$ cat config.mk
export PLATFORM = sky130hd
export DESIGN_NAME = vga_timing_gen
export DESIGN_NICKNAME = d
export VERILOG_FILES = /design/src/rtl/vga_pkg.sv /design/src/rtl/vga_timing_gen_pixel_tick_gen.sv /design/src/rtl/vga_timing_gen.sv
export SDC_FILE = /design/constraint.sdc
export NUM_CORES = 1
export LEC_CHECK = 0
export BUFFER_PORTS_ARGS = -buffer_cell sky130_fd_sc_hd__buf_2
export CAP_MARGIN = 20
export CORE_ASPECT_RATIO = 0.9
export CORE_MARGIN = 1
export CORE_UTILIZATION = 55
export CTS_BUF_LIST = sky130_fd_sc_hd__clkbuf_8
export CTS_CLUSTER_SIZE = 12
export DETAILED_ROUTE_END_ITERATION = 7
export HOLD_SLACK_MARGIN = 0.15
export PLACE_DENSITY = 0.78
export SLEW_MARGIN = 20
export SYNTH_ARGS = -nofsm -noshare
export SYNTH_HDL_FRONTEND = slang
export SYNTH_SLANG_ARGS = --single-unit
$ cat constraint.sdc
create_clock -name clk -period 6.9 [get_ports clk]
set_input_delay 0.345 -clock clk [delete_from_list [all_inputs] [get_ports clk]]
set_output_delay 0.345 -clock clk [all_outputs]
set_load 0.02 [all_outputs]
$ cat src/rtl/vga_pkg.sv
// Shared 640x480@60 Hz raster timing constants for the VGA timing generator,
// graphics generator and game logic.
package vga_pkg;

    localparam int unsigned CNT_W    = 12;
    localparam int unsigned CLK_DIV  = 4;
    localparam logic        SYNC_POL = 1'b0;

    localparam int unsigned H_SYNC = 96;
    localparam int unsigned H_BP   = 48;
    localparam int unsigned H_ACT  = 640;
    localparam int unsigned H_FP   = 16;
    localparam int unsigned V_SYNC = 2;
    localparam int unsigned V_BP   = 33;
    localparam int unsigned V_ACT  = 480;
    localparam int unsigned V_FP   = 10;

    localparam int unsigned H_TOTAL = H_SYNC + H_BP + H_ACT + H_FP;
    localparam int unsigned V_TOTAL = V_SYNC + V_BP + V_ACT + V_FP;

    // Counter origin is the start of sync, so active video follows sync + back porch.
    localparam int unsigned H_ACT_START   = H_SYNC + H_BP;
    localparam int unsigned H_ACT_END     = H_ACT_START + H_ACT - 1;
    localparam int unsigned V_ACT_START   = V_SYNC + V_BP;
    localparam int unsigned V_ACT_END     = V_ACT_START + V_ACT - 1;
    localparam int unsigned V_BLANK_START = V_ACT_START + V_ACT;

endpackage

$ cat src/rtl/vga_timing_gen_pixel_tick_gen.sv
// Divides the system clock by CLK_DIV; pix_tick is high in the cycle where
// the divider sits at its terminal count.
module pixel_tick_gen #(
    parameter int unsigned CLK_DIV = 4
) (
    input  logic clk,
    input  logic rst_n,
    output logic pix_tick
);

    localparam int unsigned DIV_W = (CLK_DIV > 1) ? $clog2(CLK_DIV) : 1;
    localparam logic [DIV_W-1:0] DIV_LAST = DIV_W'(CLK_DIV - 1);

    logic [DIV_W-1:0] div;
    logic [DIV_W-1:0] div_nx;
    logic             pix_tick_nx;

    always_comb begin
        div_nx      = (div == DIV_LAST) ? '0 : div + DIV_W'(1);
        pix_tick_nx = (div_nx == DIV_LAST);
    end

    always_ff @(posedge clk or negedge rst_n) begin
        if (!rst_n) begin
            div      <= '0;
            pix_tick <= 1'b0;
        end else begin
            div      <= div_nx;
            pix_tick <= pix_tick_nx;
        end
    end

endmodule

$ cat src/rtl/vga_timing_gen.sv
// VGA raster timing generator: pixel/line counters plus sync, display enable and
// per-frame strobes, all registered from the next-state counter values.
module vga_timing_gen
    import vga_pkg::*;
#(
    parameter int unsigned CLK_DIV  = vga_pkg::CLK_DIV,
    parameter int unsigned H_SYNC   = vga_pkg::H_SYNC,
    parameter int unsigned H_BP     = vga_pkg::H_BP,
    parameter int unsigned H_ACT    = vga_pkg::H_ACT,
    parameter int unsigned H_FP     = vga_pkg::H_FP,
    parameter int unsigned V_SYNC   = vga_pkg::V_SYNC,
    parameter int unsigned V_BP     = vga_pkg::V_BP,
    parameter int unsigned V_ACT    = vga_pkg::V_ACT,
    parameter int unsigned V_FP     = vga_pkg::V_FP,
    parameter logic        SYNC_POL = vga_pkg::SYNC_POL
) (
    input  logic             clk,
    input  logic             rst_n,
    output logic [CNT_W-1:0] h_cnt,
    output logic [CNT_W-1:0] v_cnt,
    output logic             hsync,
    output logic             vsync,
    output logic             flag,
    output logic             pix_tick,
    output logic             frame_tick,
    output logic             vblank_tick
);

    localparam int unsigned H_LAST   = H_SYNC + H_BP + H_ACT + H_FP - 1;
    localparam int unsigned V_LAST   = V_SYNC + V_BP + V_ACT + V_FP - 1;
    localparam int unsigned HA_FIRST = H_SYNC + H_BP;
    localparam int unsigned HA_LAST  = HA_FIRST + H_ACT - 1;
    localparam int unsigned VA_FIRST = V_SYNC + V_BP;
    localparam int unsigned VA_LAST  = VA_FIRST + V_ACT - 1;
    localparam int unsigned VB_FIRST = VA_FIRST + V_ACT;

    logic [CNT_W-1:0] h_nx;
    logic [CNT_W-1:0] v_nx;
    logic             hsync_nx;
    logic             vsync_nx;
    logic             flag_nx;
    logic             frame_nx;
    logic             vblank_nx;

    pixel_tick_gen #(
        .CLK_DIV (CLK_DIV)
    ) u_pixel_tick_gen (
        .clk      (clk),
        .rst_n    (rst_n),
        .pix_tick (pix_tick)
    );

    // Counters advance at the end of each pix_tick cycle; status decoded from next state.
    always_comb begin
        h_nx = h_cnt;
        v_nx = v_cnt;
        if (pix_tick) begin
            if (h_cnt == CNT_W'(H_LAST)) begin
                h_nx = '0;
                v_nx = (v_cnt == CNT_W'(V_LAST)) ? '0 : v_cnt + CNT_W'(1);
            end else begin
                h_nx = h_cnt + CNT_W'(1);
            end
        end
        hsync_nx  = (h_nx < CNT_W'(H_SYNC)) ? SYNC_POL : ~SYNC_POL;
        vsync_nx  = (v_nx < CNT_W'(V_SYNC)) ? SYNC_POL : ~SYNC_POL;
        flag_nx   = (h_nx >= CNT_W'(HA_FIRST)) && (h_nx <= CNT_W'(HA_LAST)) &&
                    (v_nx >= CNT_W'(VA_FIRST)) && (v_nx <= CNT_W'(VA_LAST));
        frame_nx  = pix_tick && (h_nx == '0) && (v_nx == '0);
        vblank_nx = pix_tick && (h_nx == '0) && (v_nx == CNT_W'(VB_FIRST));
    end

    always_ff @(posedge clk or negedge rst_n) begin
        if (!rst_n) begin
            h_cnt       <= '0;
            v_cnt       <= '0;
            hsync       <= SYNC_POL;
            vsync       <= SYNC_POL;
            flag        <= 1'b0;
            frame_tick  <= 1'b0;
            vblank_tick <= 1'b0;
        end else begin
            h_cnt       <= h_nx;
            v_cnt       <= v_nx;
            hsync       <= hsync_nx;
            vsync       <= vsync_nx;
            flag        <= flag_nx;
            frame_tick  <= frame_nx;
            vblank_tick <= vblank_nx;
        end
    end

endmodule

======== Word level (Yosys, flattened, before mapping) ========
Index checks and enable logic that the tools add are counted.
storage, ports and cells
  memories ................................ 0
  RAM bits ................................ 0
  bits in read-only memories .............. 0
  output and inout port bits .............. 30
  input port bits ......................... 2
  flip-flop bits (word level) ............. 32
  word-level logic and storage cells ...... 39
  bits in latches ......................... 0
operators by class
  shift-type cells ........................ 0
  multiply operators ...................... 0
  order comparisons ....................... 6
  bitwise logic cells ..................... 0
  reductions and logical operators ........ 8
  divide/modulo/power cells ............... 0
  equal/unequal tests ..................... 5
  add/sub/neg operators ................... 3
  muxes and demuxes ....................... 8
operators with widths
  kind                     number
  $mux W12                 5
  $eq A12 B10 Y1 const B   3
  $add A12 B1 Y12 const B  2
  $le A12 B10 Y1 const B   2
  $logic_not A12 Y1        2
  $ge A12 B6 Y1 const B    1
  $ge A12 B8 Y1 const B    1
  $lt A12 B2 Y1 const B    1
  $lt A12 B7 Y1 const B    1
  $logic_and A1 B1 Y1      6
  $eq A2 B2 Y1 const B     2
  $add A2 B1 Y2 const B    1
  $mux W1                  2
  $mux W2                  1

======== Depth between registers and ports, before layout ========
  depth in word-level cells ............... 7
  gate-level depth with buffers ........... 10
  gate-level depth less buffers ........... 9

======== Hierarchy ========
A second synthesis with hierarchy kept.
second synthesis, totals
  cells, all modules ...................... 203
  area, all modules ....................... 1,923.1 sq um
by module, submodules not included
  module          cells each  instances  seq. area each (sq um)  area an instance (sq um)
  vga_timing_gen  195         1          725.7                   1,811.7
  pixel_tick_gen  8           1          75.1                    111.4

======== Worst setup path before layout ========
Ideal clock, no wire load.
  path type ............................... reg2reg
  start ................................... register h_cnt[0]
  end ..................................... register vsync
  required time ........................... 6.761 ns
  stages on the path, launching flop included .. 9
  setup slack ............................. 4.485 ns
  path buffers ............................ 1
  period minus slack after synthesis ...... 2.415 ns
  library setup time ...................... 0.139 ns
  arrival ................................. 2.277 ns
  cells stage by stage .................... dfrtp_1 ha_1 and3_2 and4_1 buf_2 nand2_1 nor4_2 o2bb2ai_2 or4_1
on the way
  cells in the longest elaborated chain, start to end .. 5
RTL lines
  item                    line                  text
  start, declared         vga_timing_gen.sv:19  output logic [CNT_W-1:0] h_cnt,
  start signal, assigned  vga_timing_gen.sv:83  h_cnt <= h_nx;
  $eq A12 B10 Y1          vga_timing_gen.sv:58  if (h_cnt == CNT_W'(H_LAST)) begin
  $mux W12                vga_timing_gen.sv:58
  $mux W12                vga_timing_gen.sv:57  if (pix_tick) begin
  $lt A12 B2 Y1           vga_timing_gen.sv:66  vsync_nx = (v_nx < CNT_W'(V_SYNC)) ? SYNC_POL : ~SYNC_POL;
  $mux W1                 vga_timing_gen.sv:66
  named net vsync_nx      vga_timing_gen.sv:40  logic vsync_nx;
  end signal, assigned    vga_timing_gen.sv:86  vsync <= vsync_nx;
  end, declared           vga_timing_gen.sv:22  output logic vsync,
The timed path passes the listed nets, and every way through them passes these cells.

======== Final worst setup path ========
  start ................................... register h_cnt[0]
  end ..................................... register flag
on the way
  cells in the longest elaborated chain, start to end .. 7
  elaborated cells between the ends (all ways) .. 13
  classes of those cells .................. add/sub: 1; order compare: 4; eq/ne: 1; mux: 4; reduce/logical: 3
RTL lines
  item                                               line                                        text
  $add A12 B1 Y12 or $eq A12 B10 Y1 (tied branches)  vga_timing_gen.sv:62, vga_timing_gen.sv:58
  $mux W12                                           vga_timing_gen.sv:58
  $mux W12                                           vga_timing_gen.sv:57
  $ge A12 B8 Y1 or $le A12 B10 Y1 (tied branches)    vga_timing_gen.sv:67                        flag_nx = (h_nx >= CNT_W'(HA_FIRST)) && (h_nx <= CNT_W'(HA_LAST)) &&
  $logic_and A1 B1 Y1 (2 in a row)                   vga_timing_gen.sv:67
  $logic_and A1 B1 Y1 *                              vga_timing_gen.sv:68                        (v_nx >= CNT_W'(VA_FIRST)) && (v_nx <= CNT_W'(VA_LAST));
  named net flag_nx                                  vga_timing_gen.sv:41                        logic flag_nx;
  end signal, assigned                               vga_timing_gen.sv:87                        flag <= flag_nx;
  end, declared                                      vga_timing_gen.sv:23                        output logic flag,
The timed path passes the listed nets; every way through them passes the cells marked *.

==> impl_metrics.py <==
metrics = {
    "cts": {
        "cts_htree_levels": 2,
        "cts_resized": 0,
        "cts_sinks": 32,
        "cts-root-buf": "clkbuf_8",
        "max-clock-path-buffers": 2,
        "numCtsBuffers": 5,
        "cts_tree": "done",
        "postCtsSetupBuffers": 0,
        "worstSkewPairLatency_ns": 0.28,
        "clk_pin_slew_ns": 0.06,
    },
    "synth": {
        "ys_warn_count": 0,
        "yosysTopAreaCellShare_pct": 42.8,
        "ys_seq_elements": 32,
        "yosys.cell_types.count": 53,
        "seq_area_frac_synth_pct": 42.8,
        "synth_edf_count": 0,
        "ys.flop_type": "dfrtp_1",
        "synth-async-reset-ratio_pct": 100,
        "synth.largest_area_cell": "dfrtp_1",
        "syn_inst": 195,
        "syn_nets": 202,
        "synthTopCellsByArea": "dfrtp_1 (43%), xnor2_1 (5.2%), inv_1 (3.8%)",
        "synth_area_sq_mm": 0.00187,
        "synth_area_per_cell_sq_um": 9.59,
    },
    "floorplanning": {
        "die-area_sq_mm": 0.00364,
        "ioPinCount": 32,
        "fp.dieW_um": 63.5,
        "die_y_um": 57.3,
        "core-area_sq_mm": 0.00314,
        "start_util_pct": 59.6,
        "rows": 19,
    },
    "cells_and_area": {
        "n_fill_cell": 262,
        "drive_gt1_share_pct": 24.1,
        "multi_input_area_sq_um": 953,
        "nets": 234,
        "diodes": 0,
        "final_cells": 270,
        "final-seq-area_sq_um": 801,
        "syn_to_final_growth_pct": 14.5,
    },
    "power_and_ir_drop": {
        "p_int_uw": 268,
        "seqPwrFrac_pct": 55.1,
        "powerDensity_mw_per_mm2": 159,
        "p_switching_uw": 72.6,
        "switching_share_pct": 21.3,
        "p_leak_nw": 1.02,
        "p_clk_share_pct": 43.7,
        "peakVddDrop_mv": 0.128,
        "comb_power_share_pct": 1.2,
    },
    "timing": {
        "finalSetupViolCount": 0,
        "period_share_pct": 40.3,
        "fmax_ghz": 0.359,
        "setup_tns_ns": 0,
        "grt_setup_unrepaired": "no",
        "slew_viol_final": 0,
        "tightest_slew_ns": 0.703,
        "hold_viol": 0,
        "skew_ns": 0.00676,
        "slew_headroom_pct": 53.1,
        "min_period_ns": 2.78,
    },
    "route": {
        "wl_mm": 4.01,
        "drc": 0,
        "wl_per_cell_um": 14.8,
        "via_per_inst": 5.77,
        "ant_nets": 0,
        "drtIter0Drc": 57,
        "dr_total_vias": 1558,
        "drt-pass1-iter-count": 4,
    },
    "hold_path": {
        "hold_path_depth": 1,
        "hold_class": "reg -> reg",
    },
    "setup_path": {
        "end_kind": "register",
        "reg2reg_depth": 8,
        "startpoint": "h_cnt[0]",
        "cp.required_ns": 7.11,
        "endpoint": "flag",
        "critical_path_class": "reg -> reg",
        "crit_path_max_fanout": 11,
        "r2r-end": "flag",
        "r2r-start": "h_cnt[0]",
        "ff2ff_setup_slack_ns": 4.12,
        "worst_setup_path_start_kind": "register",
        "arrival_ns": 3.00,
    },
    "job": {
        "drv_cap": 0,
    },
    "global_route": {
        "grt.overflow.total": 0,
        "grt_pass1_wl_mm": 6.85,
        "antenna_found_initial": 0,
        "grt_pass1_vias": 1468,
        "grtUsageTotal_pct": 25.1,
        "grt_max_degree": 33,
    },
    "placement": {
        "hpwl_mm": 2.88,
        "globalplace.congestion": 0.810,
        "numPortBuffers": 31,
        "place_inst": 261,
    },
    "outcome": {
        "status": "finished clean",
    },
}
worst max-delay path: stages (launching register included):
cell	delay [ns]
dfrtp_1	0.47
ha_1	0.28
and3_2	0.22
nand4_1	0.40
nor2_1	0.48
a31oi_1	0.25
a31oi_1	0.27
o21a_1	0.14
o2111a_1	0.21
registers in the layout, summed over array words and instances (netlist names):
signal                     flops
u_pixel_tick_gen.pix_tick      1
frame_tick                     1
vblank_tick                    1
flag                           1
vsync                          1
v_cnt                         12
u_pixel_tick_gen.div           2
hsync                          1
h_cnt                         12
metal layers:
layer	wire length, um	vias to the layer above	track usage (%)
met4	50	0	10.1
met5	0	-	0
met2	1850	46	37.7
li1	-	759	-
met3	219	7	5.80
met1	1890	746	35.2
what timing repair did:
action,in CTS,in global routing
hold buffers,1,0
hold endpoints to repair,32,0
setup endpoints to repair,0,0
synthesized netlist by cell type (2+ instances only):
library cell	number
nor4_1	3
nor3_1	9
and2_1	2
nand3_1	8
xor2_1	5
nor2_1	10
o21ai_0	10
buf_2	5
nor4_2	2
o31ai_1	2
dfrtp_1	32
ha_1	5
a31oi_1	4
inv_1	19
nand2_1	19
xnor2_1	11
o21a_1	3
nor3b_2	2
nor4b_1	2
nand4_1	6
a21oi_1	3
or4_1	2
cell usage in the layout (no fill, tap or decap), drive strengths merged, types with 3 or more instances in the layout:
cell type,count
dfrtp,32
buf,31
inv,20
nand2,19
xnor2,11
o21ai,11
nor2,10
nor3,10
nand3,9
nand4,7
clkbuf,6
xor2,5
ha,5
a31oi,5
nor4,5
a21oi,3
o21a,3
or4,3
nor3b,3
area by class of cell:
| cell class | count | area share, % |
|---|---|---|
| clock buffers | 6 | 3.86 |
| clock inverters | 2 | 0.468 |
| inverters | 20 | 3.51 |
| multi-input cells | 136 | 44.6 |
| flip-flops and latches | 32 | 37.4 |
| well taps | 42 | 2.46 |
| repair buffers | 32 | 7.72 |
cell families after synthesis:
kind of cell / synth area share, %
and+or+nand+nor: 25.8
AOI/OAI and AO/OA: 13.3
DFF: 42.8
buffers and inverters: 6.16
xor gates and xnor gates: 7.50
adders and majority gates: 3.35
muxes: 1.14
worst min-delay path by stage:
| stage | startpoint | slack [ns] | endpoint |
|---|---|---|---|
| after floorplan | rst_n | 0.05 | flag |
| after global placement | rst_n | 0.41 | h_cnt[10] |
| after detailed placement | rst_n | 0.44 | h_cnt[10] |
| after CTS | u_pixel_tick_gen.div[0] | 0.46 | u_pixel_tick_gen.div[0] |
| after global routing | u_pixel_tick_gen.div[0] | 0.49 | u_pixel_tick_gen.div[0] |
| final | u_pixel_tick_gen.div[0] | 0.46 | u_pixel_tick_gen.div[0] |
per-stage QoR:
stage / setup WS (ns) / hold slack [ns] / util (%) / power [mW] / instance area, sq um
final: 4.12 / 0.456 / 68.2 / 0.340 / 2140
after global routing: 3.85 / 0.485 / 68.2 / 0.352 / 2140
after CTS: 4.13 / 0.461 / 68.2 / 0.343 / 2140
after detailed placement: 4.14 / 0.436 / 64.9 / 0.195 / 2040
after global placement: 4.29 / 0.413 / 64.9 / 0.195 / 2040
after floorplan: 4.48 / 0.0494 / - / 0.191 / 1870
power groups by stage:
stage                     Sequential [mW]  Combinational (mW)  Clock (mW)
after global routing                0.187             0.00491       0.159
after floorplan                     0.191         0.000000407           0
after detailed placement            0.191             0.00400           0
after CTS                           0.188             0.00436       0.151
final                               0.188             0.00408       0.149
after global placement              0.191             0.00373           0
Note: power is estimated with default switching activity, not from simulation.
